<file path="config.mk">
export PLATFORM = sky130hd
export DESIGN_NAME = cla_seq_adder
export DESIGN_NICKNAME = d
export VERILOG_FILES = /design/src/rtl/cla_seq_adder.sv
export SDC_FILE = /design/constraint.sdc
export NUM_CORES = 1
export LEC_CHECK = 0
export ABC_AREA = 1
export CAP_MARGIN = 20
export CELL_PAD_IN_SITES_DETAIL_PLACEMENT = 0
export CELL_PAD_IN_SITES_GLOBAL_PLACEMENT = 1
export CORE_MARGIN = 5
export CORE_UTILIZATION = 36
export DETAILED_ROUTE_END_ITERATION = 8
export PLACE_DENSITY_LB_ADDON = 0.1
export RECOVER_POWER = 50
export SYNTH_ARGS = -nofsm -noshare
export SYNTH_HDL_FRONTEND = slang
export SYNTH_SLANG_ARGS = --single-unit
</file>
<file path="constraint.sdc">
create_clock -name clk -period 2.7 [get_ports clk]
set_clock_uncertainty 0.2 [all_clocks]
set_input_delay 0.81 -clock clk [delete_from_list [all_inputs] [get_ports clk]]
set_output_delay 0.81 -clock clk [all_outputs]
set_load 0.01 [all_outputs]
</file>
<file path="src/rtl/cla_seq_adder.sv">
// Multi-cycle carry-lookahead adder/subtractor: one GROUP-bit lookahead slice per clock,
// valid/ready on both sides. Optional signed saturation is enabled by defining CLA_SAT_EN.
module cla_seq_adder #(
    parameter int unsigned WIDTH = 16,
    parameter int unsigned GROUP = 4
) (
    input  logic             clk,
    input  logic             rst,
    input  logic             in_valid,
    output logic             in_ready,
    input  logic [WIDTH-1:0] a,
    input  logic [WIDTH-1:0] b,
    input  logic             cin,
    input  logic             sub,
    output logic             out_valid,
    input  logic             out_ready,
    output logic [WIDTH-1:0] sum,
    output logic             cout,
    output logic             ovf
);

    localparam int unsigned NSLICE = WIDTH / GROUP;
    localparam int unsigned IDXW   = (NSLICE > 1) ? $clog2(NSLICE) : 1;

    typedef enum logic [1:0] {StIdle, StRun, StDone} state_e;

    state_e            r_state;
    state_e            w_state_nxt;

    logic [WIDTH-1:0]  r_a;
    logic [WIDTH-1:0]  r_b;
    logic              r_carry;
    logic [IDXW-1:0]   r_idx;
    logic [WIDTH-1:0]  r_sum;
    logic              r_cout;
    logic              r_cmsb;

    logic [GROUP-1:0]  w_a_sl;
    logic [GROUP-1:0]  w_b_sl;
    logic [GROUP-1:0]  w_p;
    logic [GROUP-1:0]  w_g;
    logic [GROUP:0]    w_c;
    logic [GROUP-1:0]  w_s;
    logic [WIDTH-1:0]  w_sum_nxt;
    logic              w_last;
    logic              w_accept;

    // Every carry is a flat OR of generate terms plus the propagated slice carry-in.
    function automatic logic [GROUP:0] lookahead(input logic [GROUP-1:0] p,
                                                 input logic [GROUP-1:0] g,
                                                 input logic             c0);
        logic [GROUP:0] c;
        logic           term;
        c    = '0;
        c[0] = c0;
        for (int k = 0; k < int'(GROUP); k++) begin
            c[k+1] = g[k];
            for (int j = 0; j < k; j++) begin
                term = g[j];
                for (int m = j + 1; m <= k; m++) begin
                    term = term & p[m];
                end
                c[k+1] = c[k+1] | term;
            end
            term = c0;
            for (int m = 0; m <= k; m++) begin
                term = term & p[m];
            end
            c[k+1] = c[k+1] | term;
        end
        return c;
    endfunction

    assign w_accept = in_valid && (r_state == StIdle);
    assign w_last   = (r_idx == IDXW'(NSLICE - 1));

    always_comb begin
        w_a_sl = '0;
        w_b_sl = '0;
        for (int i = 0; i < int'(NSLICE); i++) begin
            if (r_idx == IDXW'(i)) begin
                w_a_sl = r_a[i*GROUP +: GROUP];
                w_b_sl = r_b[i*GROUP +: GROUP];
            end
        end
    end

    assign w_p = w_a_sl ^ w_b_sl;
    assign w_g = w_a_sl & w_b_sl;
    assign w_c = lookahead(w_p, w_g, r_carry);
    assign w_s = w_p ^ w_c[GROUP-1:0];

    always_comb begin
        w_sum_nxt = r_sum;
        for (int i = 0; i < int'(NSLICE); i++) begin
            if (r_idx == IDXW'(i)) begin
                w_sum_nxt[i*GROUP +: GROUP] = w_s;
            end
        end
    end

    // FSM: state register
    always_ff @(posedge clk) begin
        if (rst) begin
            r_state <= StIdle;
        end else begin
            r_state <= w_state_nxt;
        end
    end

    // FSM: next state
    always_comb begin
        w_state_nxt = r_state;
        case (r_state)
            StIdle:  if (in_valid)  w_state_nxt = StRun;
            StRun:   if (w_last)    w_state_nxt = StDone;
            StDone:  if (out_ready) w_state_nxt = StIdle;
            default:                w_state_nxt = StIdle;
        endcase
    end

    // FSM: outputs
    always_comb begin
        in_ready  = (r_state == StIdle);
        out_valid = (r_state == StDone);
    end

    always_ff @(posedge clk) begin
        if (rst) begin
            r_a     <= '0;
            r_b     <= '0;
            r_carry <= 1'b0;
            r_idx   <= '0;
            r_sum   <= '0;
            r_cout  <= 1'b0;
            r_cmsb  <= 1'b0;
        end else if (w_accept) begin
            r_a     <= a;
            r_b     <= sub ? ~b : b;
            r_carry <= sub ? 1'b1 : cin;
            r_idx   <= '0;
        end else if (r_state == StRun) begin
            r_carry <= w_c[GROUP];
            r_idx   <= r_idx + IDXW'(1);
            r_sum   <= w_sum_nxt;
            if (w_last) begin
                r_cout <= w_c[GROUP];
                r_cmsb <= w_c[GROUP-1];
`ifdef CLA_SAT_EN
                // Same-sign operands overflowed: clamp toward the sign of A.
                if (w_c[GROUP-1] ^ w_c[GROUP]) begin
                    r_sum <= r_a[WIDTH-1] ? {1'b1, {(WIDTH-1){1'b0}}}
                                          : {1'b0, {(WIDTH-1){1'b1}}};
                end
`endif
            end
        end
    end

    assign sum  = r_sum;
    assign cout = r_cout;
    assign ovf  = r_cout ^ r_cmsb;

endmodule

</file>
# --- After elaboration in Yosys (flattened, before gate mapping) ---
# Index checks and enable logic that the tools add are counted.
totals:
  ram_bits: 0
  wordCells: 72
  regBits: 55
  romBits: 0
  latch_bits: 0
  n_memories: 0
classes:
  bitwise: 26
  n_mul: 0
  add_sub_neg: 1
  n_shift: 0
  order_cmp: 0
  n_reduce_logical: 10
  muxes: 16
  n_div: 0
  n_eq_ne: 8
ops:
  columns: ["operator", "count"]
  rows:
  - ["$mux W4", 8]
  - ["$mux W16", 1]
  - ["$not A16 Y16", 1]
  - ["$reduce_and A3 Y1", 5]
  - ["$and A1 B1 Y1", 10]
  - ["$or A1 B1 Y1", 10]
  - ["$xor A4 B4 Y4", 2]
  - ["$eq A2 B2 Y1 const B", 3]
  - ["$mux W2", 3]
  - ["$pmux W2 S3", 1]
  - ["$and A4 B4 Y4", 1]
  - ["$eq A2 B1 Y1 const B", 2]
  - ["$logic_not A2 Y1", 2]
  - ["$ne A2 B2 Y1 const B", 2]
  - ["$mux W1", 3]
  - ["$add A2 B1 Y2 const B", 1]
  - ["$ne A2 B1 Y1 const B", 1]
  - ["$reduce_bool A2 Y1", 1]
  - ["$reduce_or A2 Y1", 1]
  - ["$logic_and A1 B1 Y1", 1]
  - ["$not A1 Y1", 1]
  - ["$xor A1 B1 Y1", 1]

# --- Logic depth before layout (Yosys ltp) ---
# Gate-level depths: netlist of run 1.
depth:
  word_depth: 15
  depth_mapped: 17

# --- Worst setup path after synthesis of run 1 ---
# OpenSTA, ideal clock, no wires.
synth_timing:
  kind: "register -> register"
  startpoint: "reg r_idx[1]"
  endpoint: "reg r_sum[10] (netlist: sum[10])"
  n_path_buf: 1
  synth_period_minus_slack_ps: 2499
  arrival_ps: 2185
  setup_slack_ps: 201
  stages_incl_launch_ff: 16
  setup_time_ps: 114
  cell_sequence: "dfxtp_1 inv_1 ha_1 inv_1 buf_2 nand3_1 o21ai_0 nor2_1 o22ai_1 ha_1 ha_1 nand2_1 nand2_1 xor2_1 o21bai_1 inv_1"
synth_via:
  elab_chain_len: 10
  word_cells_on_any_way: 21
  classes_between: "eq/ne: 3; mux: 8; bitwise: 8; reduce/logical: 2"
synth_lines:
  columns: ["item", "line", "source"]
  rows:
  - ["from (decl)", "33", "logic [IDXW-1:0] r_idx;"]
  - ["from (signal assigned)", "144", "r_idx <= r_idx + IDXW'(1);"]
  - ["$logic_not A2 Y1", "81", "if (r_idx == IDXW'(i)) begin"]
  - ["$mux W4 (4 in series)", "81", null]
  - ["$and A4 B4 Y4 or $xor A4 B4 Y4 (tied branches)", "89, 88", null]
  - ["$and A1 B1 Y1 (on tied branches)", "61, 67", null]
  - ["$or A1 B1 Y1 or $and A1 B1 Y1 (tied branches)", "63, 67", null]
  - ["$or A1 B1 Y1", "69", "c[k+1] = c[k+1] | term;"]
  - ["$xor A4 B4 Y4", "91", "assign w_s = w_p ^ w_c[GROUP-1:0];"]
  - ["to (signal assigned)", "145", "r_sum <= w_sum_nxt;"]
  - ["to (decl)", "34", "logic [WIDTH-1:0] r_sum;"]
# Parallel ways exist; a longest one is shown, timed or not.
# A chain may end at the register's enable or synchronous reset.

# --- Worst setup path after layout of run 1 ---
layout_timing:
  startpoint: "reg r_state[1]"
  endpoint: "out out_valid"
layout_via:
  elab_chain_len: 1
layout_lines:
  columns: ["item", "line", "source"]
  rows:
  - ["from (decl)", "27", "state_e r_state;"]
  - ["from (signal assigned)", "105", "r_state <= StIdle;"]
  - ["from (signal assigned)", "107", "r_state <= w_state_nxt;"]
  - ["$eq A2 B2 Y1", "125", "out_valid = (r_state == StDone);"]
  - ["to (decl)", "15", "output logic out_valid,"]
# Every way passes these cells.

==> results of run 1 <==
[area by class of cell]
cell class,count,area (um2)
Fill cell,757,3740
Multi-Input combinational cell,231,1310
Sequential cell,55,1100
Timing Repair Buffer,72,669
Inverter,39,146
Tap cell,99,124
Clock buffer,7,76.3
Clock inverter,1,5.00
[placed cells by master (no fill, tap or decap), types with 7 or more instances in the layout]
cell type / instances
clkdlybuf4s50_1: 54
o21ai_0: 43
nor2_1: 44
nand3_1: 16
o22ai_1: 7
a21oi_1: 27
xnor2_1: 11
buf_4: 11
nand2_1: 38
dfxtp_1: 53
xor2_1: 7
ha_1: 8
inv_1: 33
[kinds of logic after synthesis]
| kind of cell | count (synthesis) |
|---|---|
| AOI/OAI and AO/OA | 96 |
| xor gates and xnor gates | 19 |
| adders and majority gates | 10 |
| buffers and inverters | 55 |
| DFF | 55 |
| and+or+nand+nor | 106 |
[per-stage QoR]
step,worst slack [ps],std cells
finish,173,504
global route,-9.56,504
CTS,54.0,503
detailed placement,79.8,495
global placement,91.4,495
floorplan,201,341
[worst max-delay path: stages, from the launching register on]
cell             delay (ps)
dfxtp_1                 480
inv_1                    60
nor2_1                  120
clkdlybuf4s50_1         550
[state kept, by name (all words and copies together), names as in the netlist]
name,flops
r_b,16
r_a,16
r_idx,2
r_cmsb,1
r_state,2
r_carry,1
sum,16
cout,1
[what timing repair did]
item / 4_1_cts / 5_1_grt
resized for setup: 0 / 7
hold buffers: 0 / 0
setup buffers: 0 / 1
setup endpoints to repair: 0 / 10
[worst paths after layout]
path                                 from                    to  slack [ps]  depth (start not counted)
hold reg to reg       sum[0]$_SDFFE_PP0P_   sum[0]$_SDFFE_PP0P_         270                          2
setup reg to reg    r_idx[0]$_SDFFE_PP0P_  sum[14]$_SDFFE_PP0P_         190                         13
setup / recovery  r_state[1]$_SDFFE_PP0P_             out_valid         170                          3
hold / removal        sum[0]$_SDFFE_PP0P_   sum[0]$_SDFFE_PP0P_         270                          2
[report_power, final]
group / total, W / switching, W / internal (W)
clock: 0.000442 / 0.000259 / 0.000183
combinational: 0.000372 / 0.000200 / 0.000172
sequential: 0.000895 / 0.0000291 / 0.000865
[per-layer routing]
| layer | GRT usage, % | wire length (um) | part of all wire, % |
|---|---|---|---|
| met5 | 0 | 0 | 0 |
| met3 | 3.16 | 325 | 5.1 |
| met4 | 3.55 | 69 | 1.1 |
| met2 | 24.2 | 2930 | 46 |
| met1 | 20.6 | 3070 | 48 |
==> run summary, run 1 <==
Final Slew Violations - 0
CTS buffer count - 5
number of flops mapped to enable cells by yosys - 0
Die W - 95.6 um
crit end category - output port
Post-Synth XOR/XNOR Area - 6.31%
Crit Path Class - flop to output port
largest net degree at the start of global routing - 31
post-synth top area cell - dfxtp_1
Initial Util - 36.7%
post-synthesis compound-gate area fraction - 20.6%
CP required - 1690 ps
Mean Syn Cell Area - 7.73 um2
synth cell count leaders - 55 x dfxtp_1, 44 x nor2_1, 43 x o21ai_0
PwrDens - 498 nW/um2
Slew @ Worst Pin - 649 ps
Yosys reg bits - 55
Yosys top cell area share - 41.8%
YS warnings - 0
Most used DFF post-synth - dfxtp_1
io pins - 58
gpl congestion - 0.815
Slew headroom - 56.7%
CTS tree - yes
Skew-Pair Late Insertion Delay - 310 ps
Die Area - 9130 um2
post-layout util - 47.8%
clock sinks - 55
DRC viols - 0
outcome - finished clean
GR Overflow Total - 0
HPWL after detailed placement - 5120 um
post-route cell area - 3430 um2
distinct cell type count after synthesis - 30
first-pass GRT wire length - 10700 um
synthesized instance count - 341
most common cell in the netlist - dfxtp_1
final antenna-violating net count - 0
core area - 7180 um2
maximum VDD drop - 211 uV
Clock Pin Slew Worst Setup and Hold Paths - 100 ps
Area contributors post-synth - dfxtp_1 42%, o21ai_0 8.2%, nor2_1 6.3%, nand2_1 5.6%, a21oi_1 5.1%
root buffer cell - clkbuf_8
post-route setup TNS - 0 ps
Pre-antenna DRT Iters - 4
DP Area - 3350 um2
max frequency - 0.396 GHz
Final Hold Fails - 0
final worst-path cycle share - 93.6%
syn_nets - 389
Power, Total - 0.00171 W
Worst Hold Margin - 267 ps
n_diodes - 0
Area growth syn-to-layout - 30.2%
PortBufs - 57
# setup viols final - 0
initial detailed-routing violation count - 109
share of layout cells above drive strength 1 - 9.14%
initial antenna violation count - 0
Final nets - 452
routed via count - 2339
Critical Path AT - 1520 ps
minimum clock period - 2530 ps
total global-route track usage - 15.0%
post-synthesis simple-gate area fraction - 17.2%
leakage - 1.45 nW
register area share after synthesis - 41.8%
Async SR Flop Fraction - 0%
startpoint types - flop
Worst Hold Class - flop to flop
Die H - 95.6 um
WL final - 6400 um
post-synthesis adder-cell area fraction - 5.03%
Maximum Capacitance Violations - 0
proportion of synthesized area in mux cells - 0%
htree depth - 2
vias in the first global route - 2229
Max clock buf depth - 2
Post-Syn Area - 2640 um2
DR vias/cell - 4.64
row cnt - 31
Max Fanout on Critical Path - 3
largest family of logic cells by synthesized area - compound AO/OA/AOI/OAI gates
per-cell routed wire length - 12.7 um
No activity file was read; power rests on OpenSTA's default activity.
==> run 2: changes to the inputs <==
GPL_ROUTABILITY_DRIVEN = 0   (was not set)
PLACE_DENSITY_LB_ADDON = 0.15   (was 0.1)
==> run summary, run 2 (synthesis gave the netlist of run 1 again) <==
Non-Filler Instances - 508 (+0.79%)
io pins - 58 (unchanged)
post-layout util - 49.5% (+1.6 points)
final worst-path cycle share - 95.6% (+2.0 points)
Slew headroom - 50.7% (-6.0 points)
core area - 7180 um2 (unchanged)
Max clock buf depth - 2 (unchanged)
Slew @ Worst Pin - 737 ps (+88.5 ps)
final antenna-violating net count - 0 (unchanged)
Final Hold Fails - 0 (unchanged)
Critical Path Source - r_idx[1]$_SDFFE_PP0P_
Initial Util - 36.7% (unchanged)
most common cell after layout, fill and taps aside - clkdlybuf4s50_1
Max Fanout on Critical Path - 6 (+3)
first-pass GRT wire length - 10500 um (-1.6%)
Placed Cells - 496 (+0.20%)
Die Area - 9130 um2 (unchanged)
Critical Path AT - 2600 ps (+1080 ps)
crit end category - flop
GR Overflow Total - 0 (unchanged)
n_diodes - 0 (unchanged)
Area growth syn-to-layout - 34.7%
max frequency - 0.387 GHz (-2.1%)
met2 Track Usage GR - 23.3% (-0.93 points)
initial antenna violation count - 0 (unchanged)
per-cell routed wire length - 12.9 um (+2.0%)
vias in the first global route - 2264 (+1.6%)
row cnt - 31 (unchanged)
PortBufs - 57 (unchanged)
leakage - 1.49 nW (+2.7%)
initial detailed-routing violation count - 79 (-28%)
DRC viols - 0 (unchanged)
Final nets - 456 (+0.88%)
hold_sp - r_b[15]$_SDFFE_PP0P_
total global-route track usage - 14.7% (-0.31 points)
root buffer cell - clkbuf_8
clock sinks - 55 (unchanged)
HPWL after detailed placement - 5080 um (-0.85%)
CP required - 2720 ps (+1030 ps)
# setup viols final - 0 (unchanged)
routed via count - 2376 (+1.6%)
GRT met1 Usage - 19.7% (-0.93 points)
share of layout cells above drive strength 1 - 12.2% (+3.1 points)
commonest cells after routing, fill and taps aside - 54 x clkdlybuf4s50_1, 53 x dfxtp_1, 44 x nor2_1
Die W - 95.6 um (unchanged)
Crit Path Class - flop to flop
grt peak-use layer - met2
Skew-Pair Late Insertion Delay - 310 ps (about the same)
largest net degree at the start of global routing - 23 (-26%)
Final Slew Violations - 0 (unchanged)
Worst Hold Class - flop to flop
Maximum Capacitance Violations - 0 (unchanged)
CTS tree - yes
maximum VDD drop - 267 uV (+26%)
CTS buffer count - 5 (unchanged)
DR vias/cell - 4.68 (+0.78%)
outcome - finished clean
Clock Pin Slew Worst Setup and Hold Paths - 100 ps (about the same)
htree depth - 2 (unchanged)
reg2reg start - r_idx[1]$_SDFFE_PP0P_
minimum clock period - 2580 ps (+54.7 ps)
Die H - 95.6 um (unchanged)
startpoint types - flop
GR Util met3 - 3.55% (+0.39 points)
Pre-antenna DRT Iters - 4 (unchanged)
PwrDens - 539 nW/um2 (+8.3%)
WL final - 6580 um (+2.8%)
[run 2: layer usage]
layer	vias to the layer above	routed length, um	share of wire (%)
met5	-	0	0
met4	0	142	2.2
met3	11	330	5.0
met2	59	3030	46
met1	1066	3080	47
li1	1240	-	-
[run 2: repair_timing]
action | 4_1_cts | 5_1_grt
gates cloned | 0 | 1
gates resized for setup | 1 | 16
endpoints found under the hold margin | 0 | 0
pin swaps | 0 | 2
setup buffers | 0 | 3
hold buffers | 0 | 0
endpoints found under the setup margin | 2 | 16
[run 2: through the flow]
| stage | setup slack, ps | total power, W | hold slack [ps] | cell area (um2) | setup TNS, ps |
|---|---|---|---|---|---|
| 2_1_floorplan | 201 | 0.00114 | 224 | 2640 | 0 |
| 3_3_place_gp | 112 | 0.00128 | 248 | 3350 | 0 |
| 3_5_place_dp | 6.65 | 0.00128 | 256 | 3350 | 0 |
| 4_1_cts | 30.1 | 0.00192 | 272 | 3500 | 0 |
| 5_1_grt | -24.6 | 0.00202 | 291 | 3550 | -54.0 |
| 6_report | 118 | 0.00191 | 271 | 3550 | 0 |
[run 2: final timing paths]
path,cells past startpoint,slack [ps],to
hold / removal,2,270,r_b[15]$_SDFFE_PP0P_
hold reg to reg,2,270,r_b[15]$_SDFFE_PP0P_
setup / recovery,12,120,r_cmsb$_SDFFE_PP0P_
setup reg to reg,12,120,r_cmsb$_SDFFE_PP0P_
[run 2: report_power, final]
group | switching [W] | internal, W
registers | 0.0000294 | 0.000865
clock network | 0.000267 | 0.000370
logic | 0.000205 | 0.000177
[run 2: worst max-delay path, stage by stage (launching register included)]
cell,delay (ps)
dfxtp_2,350
inv_1,150
ha_4,210
clkinvlp_4,120
o21ai_0,200
nor2_1,70
o22ai_1,210
ha_2,370
nand3_1,100
nand4_1,160
buf_4,180
o21ai_0,130
inv_1,50
[run 2: layout make-up]
type                            instances  area (um2)
Clock buffer                            5        68.8
Clock inverter                          3        67.6
Fill cell                             717        3620
Inverter                               39         149
Multi-Input combinational cell        231        1330
Sequential cell                        55        1110
Tap cell                               99         124
Timing Repair Buffer                   75         696
Timing Repair inverter                  1        7.51
